[src/rtl/sha256_pad_ctrl_pkg.sv]
// Shared constants for the SHA-256 pad sequencer: block geometry, FSM encodings
// and the per-word byte-count helper.
package sha256_pad_ctrl_pkg;

  localparam int PROCB_TOTAL_MSB = 31;
  localparam int SHA_BLK_BYTES   = 64;
  localparam int SHA_LEN_POS     = 60;

  localparam logic [2:0] ST_IDLE  = 3'd0;
  localparam logic [2:0] ST_DATA  = 3'd1;
  localparam logic [2:0] ST_PAD80 = 3'd2;
  localparam logic [2:0] ST_ZERO  = 3'd3;
  localparam logic [2:0] ST_TOTAL = 3'd4;

  function automatic logic [2:0] min_len(input logic [6:0] n, input logic [2:0] cap);
    min_len = (n < {4'd0, cap}) ? n[2:0] : cap;
  endfunction

endpackage

[src/rtl/sha256_pad_ctrl_pad_count.sv]
// Pad word length and zero-word count derived from the low six bits of the
// running message byte total.
module sha256_pad_ctrl_pad_count
  import sha256_pad_ctrl_pkg::*;
(
  input  logic [5:0] t_lo,
  output logic [2:0] pad_len,
  output logic [4:0] zero_cnt
);

  localparam logic [3:0] LEN_WORD  = 4'(SHA_LEN_POS / 4);
  localparam logic [4:0] BLK_WORDS = 5'(SHA_BLK_BYTES / 4);

  logic [3:0] pos_w;

  assign pad_len = 3'd4 - {1'b0, t_lo[1:0]};

  // The 0x80 word always ends on the next word boundary, so its aligned word
  // position is simply the current word index plus one, modulo a block.
  assign pos_w = t_lo[5:2] + 4'd1;

  // Landing exactly on the length slot leaves no room: a whole zero block follows.
  assign zero_cnt = (pos_w == LEN_WORD) ? BLK_WORDS : {1'b0, LEN_WORD - pos_w};

endmodule

[src/rtl/sha256_pad_ctrl.sv]
// Chunk sequencer in front of the realign/pad stage: fetches message words
// from memory, then appends the 0x80 word, zero words and the total-length word.
//
// state    | meaning
// ---------+-----------------------------------------------------------
// ST_IDLE  | waiting for a chunk command
// ST_DATA  | reading chunk words, one wr_en per word one cycle later
// ST_PAD80 | issue the 0x80 pad word
// ST_ZERO  | issue the remaining zero words
// ST_TOTAL | issue the total-length word; msg_done follows next cycle
module sha256_pad_ctrl
  import sha256_pad_ctrl_pkg::*;
#(
  parameter int ADDR_MSB  = 9,
  parameter int TOTAL_MSB = PROCB_TOTAL_MSB
) (
  input  logic                CLK,
  input  logic                RST,
  input  logic                cmd_valid,
  output logic                cmd_ready,
  input  logic [ADDR_MSB+2:0] cmd_addr,
  input  logic [6:0]          cmd_len,
  input  logic                cmd_finish,
  output logic                mem_rd_en,
  output logic [ADDR_MSB:0]   mem_addr,
  input  logic [31:0]         mem_dout,
  input  logic                eng_ready,
  output logic                wr_en,
  output logic [2:0]          len,
  output logic [1:0]          off,
  output logic [31:0]         din,
  output logic                add0x80pad,
  output logic                add0pad,
  output logic                add_total,
  output logic [TOTAL_MSB:0]  in_total,
  output logic                msg_done,
  output logic                err
);

  logic [2:0]         state;
  logic [ADDR_MSB:0]  word_addr;
  logic [6:0]         n_left;
  logic [1:0]         first_off;
  logic               first_word;
  logic               finish_q;
  logic [TOTAL_MSB:0] total;
  logic [4:0]         zero_left;
  logic [2:0]         pad_len;
  logic [4:0]         zero_cnt;
  logic [2:0]         word_cap;
  logic [2:0]         word_len;
  logic               rd_go;

  sha256_pad_ctrl_pad_count u_pad_count (
    .t_lo     (total[5:0]),
    .pad_len  (pad_len),
    .zero_cnt (zero_cnt)
  );

  assign cmd_ready = (state == ST_IDLE) && !RST;
  assign rd_go     = (state == ST_DATA) && eng_ready && (n_left != 7'd0);
  assign mem_rd_en = rd_go;
  assign mem_addr  = word_addr;
  assign din       = mem_dout;
  assign in_total  = total;
  assign word_cap  = first_word ? (3'd4 - {1'b0, first_off}) : 3'd4;
  assign word_len  = min_len(n_left, word_cap);

  always_ff @(posedge CLK or posedge RST) begin
    if (RST) begin
      state      <= ST_IDLE;
      word_addr  <= '0;
      n_left     <= '0;
      first_off  <= '0;
      first_word <= 1'b0;
      finish_q   <= 1'b0;
      total      <= '0;
      zero_left  <= '0;
      wr_en      <= 1'b0;
      len        <= '0;
      off        <= '0;
      add0x80pad <= 1'b0;
      add0pad    <= 1'b0;
      add_total  <= 1'b0;
      msg_done   <= 1'b0;
      err        <= 1'b0;
    end else begin
      wr_en      <= 1'b0;
      add0x80pad <= 1'b0;
      add0pad    <= 1'b0;
      add_total  <= 1'b0;
      len        <= '0;
      off        <= '0;
      msg_done   <= add_total;
      if (add_total) total <= '0;

      case (state)
        ST_IDLE: begin
          if (cmd_valid) begin
            if (cmd_len == 7'd0) begin
              err <= 1'b1;
            end else begin
              // A total that is being cleared this cycle counts as aligned.
              if (cmd_addr[1:0] != 2'd0 && total[1:0] != 2'd0 && !add_total)
                err <= 1'b1;
              word_addr  <= cmd_addr[ADDR_MSB+2:2];
              first_off  <= cmd_addr[1:0];
              first_word <= 1'b1;
              n_left     <= cmd_len;
              finish_q   <= cmd_finish;
              state      <= ST_DATA;
            end
          end
        end
        ST_DATA: begin
          if (rd_go) begin
            wr_en      <= 1'b1;
            len        <= word_len;
            off        <= first_word ? first_off : 2'd0;
            n_left     <= n_left - {4'd0, word_len};
            total      <= total + (TOTAL_MSB+1)'(word_len);
            word_addr  <= word_addr + {{ADDR_MSB{1'b0}}, 1'b1};
            first_word <= 1'b0;
            if (n_left == {4'd0, word_len})
              state <= finish_q ? ST_PAD80 : ST_IDLE;
          end
        end
        ST_PAD80: begin
          if (eng_ready) begin
            add0x80pad <= 1'b1;
            add0pad    <= 1'b1;
            len        <= pad_len;
            zero_left  <= zero_cnt;
            state      <= (zero_cnt == 5'd0) ? ST_TOTAL : ST_ZERO;
          end
        end
        ST_ZERO: begin
          if (eng_ready) begin
            add0pad   <= 1'b1;
            len       <= 3'd4;
            zero_left <= zero_left - 5'd1;
            if (zero_left == 5'd1) state <= ST_TOTAL;
          end
        end
        ST_TOTAL: begin
          if (eng_ready) begin
            add_total <= 1'b1;
            len       <= 3'd4;
            state     <= ST_IDLE;
          end
        end
        default: state <= ST_IDLE;
      endcase
    end
  end

endmodule

[config.mk]
export PLATFORM = sky130hd
export DESIGN_NAME = sha256_pad_ctrl
export DESIGN_NICKNAME = d
export VERILOG_FILES = /design/src/rtl/sha256_pad_ctrl_pkg.sv /design/src/rtl/sha256_pad_ctrl_pad_count.sv /design/src/rtl/sha256_pad_ctrl.sv
export SDC_FILE = /design/constraint.sdc
export NUM_CORES = 1
export LEC_CHECK = 0
export CORE_ASPECT_RATIO = 0.9
export CORE_MARGIN = 2
export CORE_UTILIZATION = 42
export DETAILED_ROUTE_END_ITERATION = 8
export PLACE_DENSITY = 0.77
export SYNTH_ARGS = -nofsm -noshare
export SYNTH_HDL_FRONTEND = slang
export SYNTH_SLANG_ARGS = --single-unit
export TNS_END_PERCENT = 1
[constraint.sdc]
create_clock -name CLK -period 3.8 [get_ports CLK]
set_input_delay 1.14 -clock CLK [delete_from_list [all_inputs] [get_ports CLK]]
set_output_delay 1.14 -clock CLK [all_outputs]
set_load 0.005 [all_outputs]
==> flow_metrics.tcl <==
set metrics [dict create \
    status "finished, final reports clean" \
    grt_pass1_vias 3744 \
    synth_area_leaders "dfrtp_1, o21ai_0, buf_4, ha_1, nor2_1" \
    fin_crit_sh_pct 93.9 \
    cts_made_buffers 9 \
    route.detailed.drc 0 \
    cp_slowest_cell "fa_2" \
    diodes 0 \
    avgSynthCellArea_um2 8.89 \
    synth-edff-count 0 \
    synth_top_area_cell "dfrtp_1" \
    cp-start-kind "flop" \
    grt_first_pass_wirelength_mm 17.6 \
    top_layer_used "met4" \
    cp-endpoint "in_total[22]$_DFF_PP0_" \
    clockBufferDepth 2 \
    synth_flop_cell "dfrtp_1" \
    tightest_slew_ps 957 \
    drive_gt1_share_pct 9.58 \
    h-tree-depth 3 \
    max_slew_margin_pct 36.0 \
    synth_top_area_share_pct 40.6 \
    reg2regPathDepth 16 \
    syn_area_um2 4440 \
    timing.hold.ws_ps 473 \
    clkTransAtPathRegs_ps 60 \
    p_per_area_nw_per_um2 735 \
    io_pins 143 \
    cts_root_buffer "clkbuf_16" \
    fin_nets 621 \
    skew_ps 7.31 \
    gp_congestion 0.874 \
    p_sw_w 0.00161 \
    ctsHoldBuffers 0 \
    wl_met1_mm 4.63 \
    syn-num-nets 572 \
    cp.required_ps 4010 \
    antenna_found_initial 0 \
    switching_share_pct 39.5 \
    coreArea_um2 10200 \
    hpwl_mm 7.63 \
    path_cells "inv_1 -> ha_1 -> nand2_1 -> ha_1 -> o21ai_1 -> a221oi_2 -> nor2_2 -> o21ai_2 -> ha_2 -> inv_1 -> fa_2 -> nand2b_4 -> a211oi_4 -> nand3_1 -> o211ai_1 -> o31ai_1" \
    grt_overflow 0 \
    cts_tree "yes" \
    critPathLaunch "first_off[0]$_DFFE_PP0P_" \
    start_util_pct 43.3 \
    setup_viol 0 \
    routed_wl_mm 10.8 \
    ys_seq_area_share_pct 40.6 \
    min_period_ps 3570 \
    cap_viol_max_count 0 \
    hold_path.class "flop to flop" \
    finalHoldViolCount 0 \
    grtUsageTotal_pct 18.8 \
    ys_ff_latch 72 \
    dr_wl_met2_mm 5.19 \
    die_h_um 101 \
    max_freq_mhz 280 \
    fp.dieW_um 112 \
    slowest_delay_ps 360 \
    fin_util_pct 54.1 \
    ant_nets 0 \
    clock_power_share_pct 22.4 \
    std_cell_rows 35 \
    clk_latency_ps 330 \
    async_flop_share_pct 100 \
    die_area_um2 11400 \
    portBuffers 78 \
    synthToLayoutAreaGrowth_pct 24.9 \
    synth_cell_types 63 \
    rr_endpoint "in_total[22]$_DFF_PP0_" \
    n_fill_cell 898 \
    synth_warnings 0 \
    intPower_w 0.00247 \
    setup_tns_ps 0 \
    wl_per_cell_um 15.8 \
    seq_power_share_pct 30.4 \
    leakage_nw 2.36 \
    ir_worst_vdd_uv 392 \
    critical_path_class "flop to flop" \
    slew_viol_final 0 \
    crit_path_max_fanout 5 \
    r2r-start "first_off[0]$_DFFE_PP0P_" \
    vias 3991 \
    combPwrFrac_pct 47.2 \
    grt_max_degree 73 \
    drtIter0Drc 254 \
    worstSetupEndpointType "flop" \
    p_total_w 0.00407 \
    netlist_instances 499 \
    cp.arrival_ps 3780 \
    dr.pass1.iters 5 \
    rrSetupSlack_ps 230 \
    cts_num_sinks 72 \
    vias_per_cell 5.85 \
    dr_wl_met3_um 676 \
    grt_setup_unrepaired "no" \
]
==> sequential cells by signal (all words and copies together) (netlist names), 2 cells and up <==
| signal | count |
|---|---|
| in_total | 32 |
| mem_addr | 10 |
| n_left | 7 |
| zero_left | 5 |
| len | 3 |
| state | 3 |
| first_off | 2 |
| off | 2 |
==> layer usage <==
layer	vias up	global-route usage [%]
li1	1882	-
met1	1921	24.2
met2	153	31.3
met3	35	4.07
met4	0	7.32
met5	-	0
==> cells in the final DEF (no fill, tap or decap), types with 9 or more instances in the layout <==
cell	n
clkdlybuf4s50_1	78
dfrtp_1	72
o21ai_0	49
nor2_1	40
nand2_1	30
a21oi_1	29
nand3_1	20
inv_1	19
buf_4	15
nand4_1	14
ha_1	14
and3_1	11
o31ai_1	11
nor3_1	9
o21ai_1	9
a31oi_1	9
clkbuf_16	9
==> cell type report <==
class | instances | area (um2) | area share, %
Clock buffer | 10 | 229 | 4.13
Clock inverter | 6 | 92.6 | 1.67
Inverter | 22 | 82.6 | 1.49
Multi-Input combinational cell | 348 | 2250 | 40.6
Sequential cell | 72 | 1800 | 32.5
Tap cell | 129 | 161 | 2.91
Timing Repair Buffer | 95 | 925 | 16.7
==> power by group through the flow <==
| stage | clock network [W] | logic (W) | registers, W |
|---|---|---|---|
| floorplan | 0 | 0.00127 | 0.00116 |
| global placement | 0 | 0.00172 | 0.00124 |
| detailed placement | 0 | 0.00179 | 0.00125 |
| CTS | 0.000930 | 0.00180 | 0.00123 |
| global route | 0.000957 | 0.00214 | 0.00128 |
| finish | 0.000912 | 0.00192 | 0.00124 |
==> logic make-up after synthesis <==
family                     after synthesis  synth area share, %
AOI/OAI and AO/OA                      150                 21.3
buffers and inverters                   79                 9.79
and+or+nand+nor                        162                 19.0
DFF                                     72                 40.6
muxes                                   12                 2.82
xor gates and xnor gates                 7                 1.38
adders and majority gates               17                 5.13
==> per-stage QoR <==
| stage | instances | setup slack [ps] | cell area, um2 |
|---|---|---|---|
| finish | 682 | 231 | 5540 |
| global route | 682 | 52.5 | 5540 |
| CTS | 679 | 1.20 | 5490 |
| detailed placement | 661 | -151 | 5130 |
| global placement | 661 | 142 | 5130 |
| floorplan | 499 | 127 | 4440 |
==> cell usage after synthesis, types with 3 or more instances <==
library cell	number
a21oi_1	29
o31ai_1	11
a31oi_1	9
or3_1	4
inv_1	20
o22a_1	3
buf_2	7
nand3_1	20
and3_1	11
nor2b_1	5
nand3b_1	3
xor2_1	5
nand2b_1	4
nor2_1	41
o21ai_1	7
and4_1	3
nor4_1	4
o21ai_0	52
o211ai_1	6
mux2_2	4
mux2i_1	8
nand2_1	30
and2_1	3
nor3b_1	3
nor3_1	9
a22oi_1	5
buf_4	34
dfrtp_1	72
o22ai_1	4
clkbuf_1	14
a211oi_1	3
nand4_1	14
ha_1	15
a21boi_0	3
==> how the worst min path moves through the flow <==
stage	to	slack, ps	cells past startpoint	from
2_1_floorplan	err$_DFFE_PP0P_	450	1	err$_DFFE_PP0P_
3_3_place_gp	err$_DFFE_PP0P_	470	1	err$_DFFE_PP0P_
3_5_place_dp	err$_DFFE_PP0P_	460	1	err$_DFFE_PP0P_
4_1_cts	err$_DFFE_PP0P_	480	1	err$_DFFE_PP0P_
5_1_grt	err$_DFFE_PP0P_	510	1	err$_DFFE_PP0P_
6_report	err$_DFFE_PP0P_	470	1	err$_DFFE_PP0P_
==> critical path, delay by kind of cell, from the launching register on <==
kind	cells	cell delay, ps
flops	1	350
compound gates	6	1270
buf+inv	2	110
simple gates	4	580
fa+ha+maj	4	1140
==> repair_timing <==
action | 4_1_cts | 5_1_grt
setup buffers | 2 | 3
endpoints found under the setup margin | 11 | 16
pin swaps | 2 | 4
resized for setup | 3 | 11
No activity file was read; power rests on OpenSTA's default activity.
==> RTL change: new RTL, same settings <==
Change the package constant `PROCB_TOTAL_MSB` from 31 to 62.
--- a/src/rtl/sha256_pad_ctrl_pkg.sv
+++ b/src/rtl/sha256_pad_ctrl_pkg.sv
@@ -4,3 +4,3 @@
 
-  localparam int PROCB_TOTAL_MSB = 31;
+  localparam int PROCB_TOTAL_MSB = 62;
   localparam int SHA_BLK_BYTES   = 64;
Ports: changed (resized in_total); port bits go from 143 to 174. No check against the original RTL was run, so the function may have changed too.
==> RTL change against the unedited design <==
  * Total power up 17%
  * Cell area up 45%
  * Highest routed layer unchanged
  * Sequential power up 25%
  * Via count up 50%
  * Critical path type is now primary input to output port
  * Synthesized area up 44%
  * Setup slack worse by 0.14 ns
  * Sequential cell count up 31
  * Wire length up 65%
==> RTL change: results (changes against the unedited design) <==
| Metric | Value |
|---|---|
| Cell count of the worst reg-to-reg path | `17 (+1)` |
| Crit path from | `eng_ready` |
| Hpwl dp | `12100 microns (+59%)` |
| CTS resizes | `0 (-3)` |
| Tot GR Track Use | `22.5% (+3.7 points)` |
| Status | `completed` |
| Routed vias/inst | `5.88 (+0.53%)` |
| Final non-filler cell total | `1016 (+49%)` |
| Top post-synthesis cells by count | `dfrtp_1, nand2_1, o21ai_0` |
| Fill cell count | `1283 (+43%)` |
| Max IR drop VDD | `0.000369 V (-5.7%)` |
| Slowest-stage cell, CP | `clkdlybuf4s50_1` |
| Sequential Power Share | `32.6% (+2.2 points)` |
| Placed cell areas | `7530 sq um (+47%)` |
| Seq/Total Area, Yosys | `40.5% (-0.16 points)` |
| Clk_skew | `0.00718 ns (-0.000128 ns)` |
| Reg2reg setup slack | `0.10 ns (-0.13 ns)` |
| CP Capture Point | `mem_rd_en` |
| Non-clk bufs | `138 (+45%)` |
| Setup WS post-layout | `0.0887 ns (-0.142 ns)` |
| Synth area leaders | `dfrtp_1, mux2i_1, nand2_1` |
| Clock buf count | `11 (+1)` |
| Max_slew headroom | `49.0% (+13 points)` |
| Routability cong. | `0.871 (-0.39%)` |
| Clock-cell share | `4.63% (-1.2 points)` |
| Distinct cells, synth | `67 (+6.3%)` |
| Drt initial violations | `609 (+140%)` |
| Layout area overhead | `26.0%` |
| Yosys top cell area share | `40.5% (-0.16 points)` |
| Final non-clock buffer share | `16.5% (-0.23 points)` |
-- RTL change: changes by cell type after synthesis, moves of 9 or more --
cell and delta:
nand2_1 +49, dfrtp_1 +31, mux2i_1 +25, nand3_1 +24, nand4_1 +19, nor4_1 +16, nor3_1 +13, clkbuf_1 +10
a21oi_1 +9
-- RTL change: per-layer routing --
metal | up-vias | wire length (microns) | part of all wire, % | global-route usage, %
met5 | - | 0 | 0 | 0
met2 | 245 | 7820 | 44 | 32.4
met1 | 2875 | 8070 | 45 | 32.1
met3 | 29 | 1560 | 8.8 | 7.25
li1 | 2828 | - | - | -
met4 | 0 | 323 | 1.8 | 6.65
-- RTL change: cell families after synthesis --
group           share of synthesized area, %
compound gates                          16.6
xor+xnor                               0.963
fa+ha+maj                               3.57
buf+inv                                 7.42
flops                                   40.5
mux                                     5.54
simple gates                            25.4
